[config.mk]
export PLATFORM = sky130hd
export DESIGN_NAME = sdio_host_cmd
export DESIGN_NICKNAME = d
export VERILOG_FILES = /design/src/rtl/sdio_host_cmd.sv
export SDC_FILE = /design/constraint.sdc
export NUM_CORES = 1
export LEC_CHECK = 0
export BUFFER_PORTS_ARGS = -buffer_cell sky130_fd_sc_hd__buf_2
export CORE_UTILIZATION = 60
export DETAILED_ROUTE_END_ITERATION = 10
export GPL_ROUTABILITY_DRIVEN = 1
export PLACE_DENSITY = 0.82
export SYNTH_ARGS = -nofsm -noshare
export SYNTH_HDL_FRONTEND = slang
export SYNTH_SLANG_ARGS = --single-unit
[constraint.sdc]
create_clock -name clock -period 14.8 [get_ports clock]
set_clock_uncertainty 0.1 [all_clocks]
set_input_delay 2.96 -clock clock [delete_from_list [all_inputs] [get_ports clock]]
set_output_delay 2.96 -clock clock [all_outputs]
set_load 0.05 [all_outputs]
[src/rtl/sdio_host_cmd.sv]
`default_nettype none
// ============================================================================
// Module      : sdio_host_cmd
// Description : Host side of the SD/SDIO CMD line. Generates sd_clock,
//               serialises 48-bit commands (with serial CRC7) and receives
//               48-bit short responses with timeout and CRC/framing checks.
//               Optional macro SDIO_HOST_CMD_R4_EN adds the resp_no_crc input
//               that skips the CRC7 check for R4-style responses.
// Revision    : 1.0 - initial release
// ============================================================================
module sdio_host_cmd #(
    parameter int CLOCK_DIV = 100,
    parameter int NCR_MAX   = 64,
    parameter int NCC_CLKS  = 8
) (
    input  logic        clock,
    input  logic        reset,
    input  logic        start,
    input  logic [5:0]  cmd_index,
    input  logic [31:0] cmd_arg,
    input  logic        resp_expected,
`ifdef SDIO_HOST_CMD_R4_EN
    input  logic        resp_no_crc,
`endif
    output logic        busy,
    output logic        done,
    output logic        resp_valid,
    output logic        resp_timeout,
    output logic        resp_crc_error,
    output logic [5:0]  resp_index,
    output logic [31:0] resp_arg,
    output logic        sd_clock,
    output logic        sd_cmd_out,
    output logic        sd_cmd_oe,
    input  logic        sd_cmd_in
);

    localparam int DIV_W   = (CLOCK_DIV > 2) ? $clog2(CLOCK_DIV) : 1;
    localparam int CNT_MAX = (NCR_MAX > NCC_CLKS) ? NCR_MAX : NCC_CLKS;
    localparam int CNT_W   = $clog2(CNT_MAX + 1);

    localparam logic [DIV_W-1:0] C_DIV_LAST = DIV_W'(CLOCK_DIV - 1);
    localparam logic [CNT_W-1:0] C_NCR_LAST = CNT_W'(NCR_MAX - 1);
    localparam logic [CNT_W-1:0] C_NCC_LAST = CNT_W'(NCC_CLKS - 1);

    typedef enum logic [2:0] {
        IDLE      = 3'd0,
        WAIT_EDGE = 3'd1,
        SEND      = 3'd2,
        NCR       = 3'd3,
        RECV      = 3'd4,
        NCC       = 3'd5
    } state_t;

    state_t             r_state;
    state_t             w_state_next;
    logic [DIV_W-1:0]   r_div_cnt;
    logic [39:0]        r_tx_shift;
    logic [45:0]        r_rx_shift;
    logic [6:0]         r_crc;
    logic [5:0]         r_bit_cnt;
    logic [CNT_W-1:0]   r_cnt;
    logic               r_resp_exp;
    logic               w_no_crc;
    logic               w_wrap;
    logic               w_fall_tick;
    logic               w_rise_tick;
    logic [46:0]        w_rx_bits;
    logic               w_rx_good;

    // One serial CRC7 step, polynomial x^7 + x^3 + 1
    function automatic logic [6:0] crc7_step(input logic [6:0] crc, input logic bit_in);
        logic fb;
        fb = bit_in ^ crc[6];
        return {crc[5:0], 1'b0} ^ {3'b000, fb, 2'b00, fb};
    endfunction

`ifdef SDIO_HOST_CMD_R4_EN
    logic r_no_crc;

    // Latch the CRC-skip request with the rest of the command parameters
    always_ff @(posedge clock or posedge reset) begin
        if (reset) begin
            r_no_crc <= 1'b0;
        end else if (r_state == IDLE && start) begin
            r_no_crc <= resp_no_crc;
        end
    end

    assign w_no_crc = r_no_crc;
`else
    assign w_no_crc = 1'b0;
`endif

    assign w_wrap      = (r_div_cnt == C_DIV_LAST);
    assign w_fall_tick = w_wrap & sd_clock;
    assign w_rise_tick = w_wrap & ~sd_clock;

    // Bits 46..0 of the response; the start bit is implied by entering RECV
    assign w_rx_bits = {r_rx_shift, sd_cmd_in};
    assign w_rx_good = ~w_rx_bits[46] & w_rx_bits[0] & (w_no_crc | (w_rx_bits[7:1] == r_crc));

    // Free-running sd_clock divider
    always_ff @(posedge clock or posedge reset) begin
        if (reset) begin
            r_div_cnt <= '0;
            sd_clock  <= 1'b0;
        end else if (w_wrap) begin
            r_div_cnt <= '0;
            sd_clock  <= ~sd_clock;
        end else begin
            r_div_cnt <= r_div_cnt + 1'b1;
        end
    end

    // State register
    always_ff @(posedge clock or posedge reset) begin
        if (reset) begin
            r_state <= IDLE;
        end else begin
            r_state <= w_state_next;
        end
    end

    // Next-state decode and busy indication
    always_comb begin
        w_state_next = r_state;
        busy         = (r_state != IDLE);
        case (r_state)
            IDLE:      if (start) w_state_next = WAIT_EDGE;
            WAIT_EDGE: if (w_fall_tick) w_state_next = SEND;
            SEND: begin
                if (w_fall_tick && r_bit_cnt == 6'd0) begin
                    w_state_next = r_resp_exp ? NCR : NCC;
                end
            end
            NCR: begin
                if (w_rise_tick) begin
                    if (!sd_cmd_in) begin
                        w_state_next = RECV;
                    end else if (r_cnt == C_NCR_LAST) begin
                        w_state_next = NCC;
                    end
                end
            end
            RECV:      if (w_rise_tick && r_bit_cnt == 6'd0) w_state_next = NCC;
            NCC:       if (w_rise_tick && r_cnt == C_NCC_LAST) w_state_next = IDLE;
            default:   w_state_next = IDLE;
        endcase
    end

    // Datapath: frame shifting, CRC, response capture, counters and flags
    always_ff @(posedge clock or posedge reset) begin
        if (reset) begin
            r_tx_shift     <= '0;
            r_rx_shift     <= '0;
            r_crc          <= '0;
            r_bit_cnt      <= '0;
            r_cnt          <= '0;
            r_resp_exp     <= 1'b0;
            done           <= 1'b0;
            resp_valid     <= 1'b0;
            resp_timeout   <= 1'b0;
            resp_crc_error <= 1'b0;
            resp_index     <= '0;
            resp_arg       <= '0;
            sd_cmd_out     <= 1'b1;
            sd_cmd_oe      <= 1'b0;
        end else begin
            done <= 1'b0;
            case (r_state)
                IDLE: begin
                    if (start) begin
                        r_tx_shift     <= {2'b01, cmd_index, cmd_arg};
                        r_resp_exp     <= resp_expected;
                        r_crc          <= '0;
                        resp_valid     <= 1'b0;
                        resp_timeout   <= 1'b0;
                        resp_crc_error <= 1'b0;
                    end
                end
                WAIT_EDGE: begin
                    if (w_fall_tick) begin
                        sd_cmd_oe  <= 1'b1;
                        sd_cmd_out <= r_tx_shift[39];
                        r_crc      <= crc7_step(r_crc, r_tx_shift[39]);
                        r_tx_shift <= {r_tx_shift[38:0], 1'b0};
                        r_bit_cnt  <= 6'd47;
                    end
                end
                SEND: begin
                    if (w_fall_tick) begin
                        if (r_bit_cnt == 6'd0) begin
                            sd_cmd_oe  <= 1'b0;
                            sd_cmd_out <= 1'b1;
                            r_crc      <= '0;
                            r_cnt      <= '0;
                        end else begin
                            r_bit_cnt <= r_bit_cnt - 1'b1;
                            if (r_bit_cnt > 6'd8) begin
                                sd_cmd_out <= r_tx_shift[39];
                                r_crc      <= crc7_step(r_crc, r_tx_shift[39]);
                                r_tx_shift <= {r_tx_shift[38:0], 1'b0};
                            end else if (r_bit_cnt > 6'd1) begin
                                sd_cmd_out <= r_crc[6];
                                r_crc      <= {r_crc[5:0], 1'b0};
                            end else begin
                                sd_cmd_out <= 1'b1;
                            end
                        end
                    end
                end
                NCR: begin
                    if (w_rise_tick) begin
                        if (!sd_cmd_in) begin
                            r_rx_shift <= '0;
                            r_crc      <= crc7_step(r_crc, 1'b0);
                            r_bit_cnt  <= 6'd46;
                        end else if (r_cnt == C_NCR_LAST) begin
                            resp_timeout <= 1'b1;
                            r_cnt        <= '0;
                        end else begin
                            r_cnt <= r_cnt + 1'b1;
                        end
                    end
                end
                RECV: begin
                    if (w_rise_tick) begin
                        r_rx_shift <= w_rx_bits[45:0];
                        if (r_bit_cnt >= 6'd8) begin
                            r_crc <= crc7_step(r_crc, sd_cmd_in);
                        end
                        if (r_bit_cnt == 6'd0) begin
                            resp_valid     <= w_rx_good;
                            resp_crc_error <= ~w_rx_good;
                            resp_index     <= w_rx_bits[45:40];
                            resp_arg       <= w_rx_bits[39:8];
                            r_cnt          <= '0;
                        end else begin
                            r_bit_cnt <= r_bit_cnt - 1'b1;
                        end
                    end
                end
                NCC: begin
                    if (w_rise_tick) begin
                        if (r_cnt == C_NCC_LAST) begin
                            done <= 1'b1;
                        end else begin
                            r_cnt <= r_cnt + 1'b1;
                        end
                    end
                end
                default: ;
            endcase
        end
    end

endmodule
`default_nettype wire

; After elaboration in Yosys (flattened, before gate mapping)
; Index checks and enable logic that the tools add are counted.
[classes]
n_eq_ne = 29
addsub = 3
n_lt_le_gt_ge = 3
n_reduce_logical = 26
n_mux = 72
bitwise = 12
[ops]
columns = op, n
row1 = 2-to-1 mux 40 bit, 5
row2 = 2-to-1 mux 46 bit, 3
row3 = 2-to-1 mux 7 bit, 19
row4 = case mux 40 bit (3 select lines), 1
row5 = case mux 46 bit (2 select lines), 1
row6 = 2-to-1 mux 6 bit, 6
row7 = inequality test 2 bit (second input constant), 18
row8 = case mux 7 bit (5 select lines), 1
row9 = case mux 7 bit (4 select lines), 1
row10 = 2-to-1 mux 3 bit, 9
row11 = case mux 6 bit (4 select lines), 1
row12 = XOR 7 x 4 -> 7 bit, 3
row13 = 2-to-1 mux 1 bit, 19
row14 = case mux 3 bit (6 select lines), 1
row15 = adder 7 x 1 -> 7 bit (second input constant), 2
row16 = AND reduction 7 bit, 2
row17 = AND reduction 4 bit, 3
row18 = AND reduction 6 bit, 2
row19 = case mux 1 bit (2 select lines), 5
row20 = AND reduction 9 bit, 1
row21 = nonzero test 2 bit, 4
row22 = nonzero test 4 bit, 2
row23 = == test 7 x 3 -> 1 bit (second input constant), 1
row24 = == test 7 x 6 -> 1 bit (second input constant), 1
row25 = other kinds (22), 34
[totals]
elab_cells = 162
reg_bits = 162

; Depth between registers and ports, before layout
[depth]
ltp_word = 7
depth_mapped = 9
ltp_nobuf = 7

; Worst setup path after synthesis
; Ideal clock, no wire load.
[synth_timing]
path_kind = input to register
startpoint = in start
endpoint = reg r_crc[0]
setup_slack_ns = 10.390
path_stages = 6
arrival_time_ns = 4.185
path_buffers = 1
required_time_ns = 14.575
cell_sequence = or4_1 o311ai_1 a221oi_4 and2_4 buf_6 mux2_4
[synth_between]
elab_chain_cells = 2
[synth_rtl]
columns = item, line_no
row1 = start: declaration, 18  ; input logic start,
row2 = inequality test 2 bit (no source line), --
row3 = AND reduction 9 bit (no source line), --
row4 = end signal: assignment, 186  ; r_crc <= crc7_step(r_crc, r_tx_shift[39]);
row5 = end signal: assignment, 202  ; r_crc <= crc7_step(r_crc, r_tx_shift[39]);
row6 = end signal: assignment, 206  ; r_crc <= {r_crc[5:0], 1'b0};
row7 = end: declaration, 60  ; logic [6:0] r_crc;
; No other way between the ends.
; A chain may end at the register's enable or synchronous reset.

; Worst setup path after layout
[layout_timing]
startpoint = reg r_state[0]
endpoint = out busy
[layout_between]
elab_chain_cells = 1
[layout_rtl]
columns = item, line_no
row1 = start: declaration, 55  ; state_t r_state;
row2 = start signal: assignment, 121  ; r_state <= w_state_next;
row3 = nonzero test 3 bit, 128  ; busy = (r_state != IDLE);
row4 = end: declaration, 25  ; output logic busy,
; No other way between the ends.

==> reports/metrics.cfg <==
[setup_path]
crit_arrival_ns = 1.87
timing.rr.end = r_crc[0]
crit_end = busy
required_ns = 11.74
r2r_setup_slack_ns = 12.02
cp-start-kind = register
critPathKind = reg -> out
rr_startpoint = r_state[0]
cp_max_fo = 27
crit_slowest_cell = dfrtp_1
critPathCaptureType = output pin
rr_worst_depth = 5
crit_chain = or3_1, buf_2
crit_start = r_state[0]
max_stage_delay_ns = 0.90

[final_layout]
area_growth_pct = 13.9
nNetsFinal = 846
drive_gt1_share_pct = 18.6
diodes = 0

[cts]
cts_sinks = 162
clock_path_buffers = 2
clock_latency_ns = 0.42
clk_pin_slew_ns = 0.06
cts_max_level = 4
cts_tree = built
cts-root-buf = clkbuf_16
cts_resized = 0
cts_inserted_buffers = 17
post_cts_buffers = 0
hold_buffers = 0

[drt]
drc_errors = 0
via_per_inst = 5.83
drtIter0Drc = 483
ant_nets = 0
dr_total_vias = 5715
totalWireLength_um = 15500
drtPass1Iterations = 6
wl_per_cell_um = 15.8

[logic_synthesis]
syn_nets = 783
yosys_warnings = 0
synth.distinct_cells = 75
synth_seq_cells = 162
synth_common_cells = 173 x nand2_1, 161 x dfrtp_1, 58 x o21ai_0, 46 x a22o_1, 40 x mux2i_1
yosysMostFrequentCell = nand2_1
synth_cells = 736
syn_area_per_cell_um2 = 10.2
synth_edf_count = 0
synth_top_area_share_pct = 53.6
netlist_area_um2 = 7510
ys.flop_type = dfrtp_1
seq_area_frac_synth_pct = 54.0
synth_area_leaders = dfrtp_1 54%, nand2_1 8.6%, a22o_1 5.4%
yosysTopAreaCell = dfrtp_1
synth-async-reset-ratio_pct = 100

[floorplanning]
rows = 40
io_pins = 89
initial_core_util_pct = 62.0
dieArea_um2 = 13000
fp.dieW_um = 114
die_height_um = 114
core_area_um2 = 12100

[sta]
setup_viol = 0
holdWs_ns = 0.374
tightest_slew_ns = 1.17
rsz0062_at_grt = false
relSlewSlack_pct = 22.1
tns_ns = 0
period_share_pct = 33.3
finalCriticalPeriod_ns = 4.93
final-hold-violation-count = 0
slew_violations = 0
fmax_ghz = 0.203

[grt]
track_usage_pct = 25.9
antenna_found_initial = 0
grt_start_max_net_pins = 96
overflow = 0
grt_pass1_vias = 5591
grt_pass1_wl_um = 26400

[outcome]
status = completed

[power]
ir_drop_uv = 56.4
p_per_area_nw_per_um2 = 105
total_leakage_power_nw = 4.10

[placement]
io_buffer_count = 88
dp_hpwl_um = 10100
place.gp.congestion = 0.867

[worst_hold_path]
hold_path.class = reg -> reg

[run]
drv_cap = 0

logic make-up after synthesis:
family,share of synthesized area [%]
AO/OA/AOI/OAI,17.3
XOR/XNOR,1.63
adder cells (fa/ha/maj),0.666
buffers and inverters,3.86
flip-flops,54.0
multiplexers,5.68
AND/OR/NAND/NOR,16.9
worst min path at each step:
stage,startpoint,to,cells past startpoint
4_1_cts,resp_arg[27],resp_arg[27],2
2_1_floorplan,r_tx_shift[0],r_tx_shift[0],2
6_report,resp_arg[29],resp_arg[29],2
5_1_grt,resp_arg[2],resp_arg[2],2
3_5_place_dp,resp_arg[27],resp_arg[27],2
3_3_place_gp,resp_arg[18],resp_arg[18],2
power breakdown:
part	internal [mW]	switching, mW
logic	0.0141	0.0206
clock network	0.221	0.181
registers	0.455	0.00860
final cells by class:
class,count,area (um^2)
Sequential cell,162,4060
Fill cell,928,3550
Multi-Input combinational cell,510,3210
Timing Repair Buffer,93,478
Clock buffer,19,443
Tap cell,168,210
Clock inverter,13,103
Inverter,15,61.3
state kept, by name (all words and copies together) (netlist names), 3 cells and up:
name / count
r_rx_shift: 46
r_crc: 7
r_cnt: 7
r_bit_cnt: 6
resp_arg: 32
r_tx_shift: 40
resp_index: 6
r_div_cnt: 7
r_state: 3
critical path: cells and delay by family (launching register included):
family,cells,cell delay (ns)
AND/OR/NAND/NOR,1,0.26
flip-flops,1,0.90
buffers and inverters,1,0.28
placed cells by master (no fill, tap or decap), drive strengths merged, types with 3 or more instances in the layout:
| cell type | n |
|---|---|
| o211ai | 3 |
| nand2b | 8 |
| a21oi | 13 |
| clkbuf | 19 |
| nand3 | 11 |
| a41oi | 3 |
| clkinv | 4 |
| buf | 93 |
| a221oi | 3 |
| a22o | 46 |
| or3 | 5 |
| nor2b | 6 |
| nor3 | 11 |
| o31ai | 13 |
| dfrtp | 161 |
| mux2i | 40 |
| nor2 | 27 |
| xnor2 | 3 |
| a2bb2oi | 3 |
| a31oi | 3 |
| nand4 | 8 |
| nor4 | 3 |
| ha | 4 |
| nand2 | 174 |
| inv | 18 |
| xor2 | 11 |
| clkinvlp | 6 |
| a21o | 7 |
| and2 | 3 |
| o21ai | 63 |
metal layers:
metal	routed length, um	GRT usage (%)	up-vias
li1	-	-	2718
met1	6890	34.1	2810
met4	191	8.92	0
met2	7720	42.5	167
met3	700	6.00	20
met5	0	0	-
metrics by stage:
stage	utilization [%]	instances	setup WS, ns	instance area [um^2]	power, mW
2_1_floorplan	-	736	7.37	7510	0.492
3_3_place_gp	66.2	948	10.06	8010	0.504
3_5_place_dp	66.2	948	10.01	8010	0.507
4_1_cts	70.7	980	9.89	8560	0.905
5_1_grt	70.7	980	9.77	8560	0.930
6_report	70.7	980	9.87	8560	0.900
(Power assumes the default switching activity.)
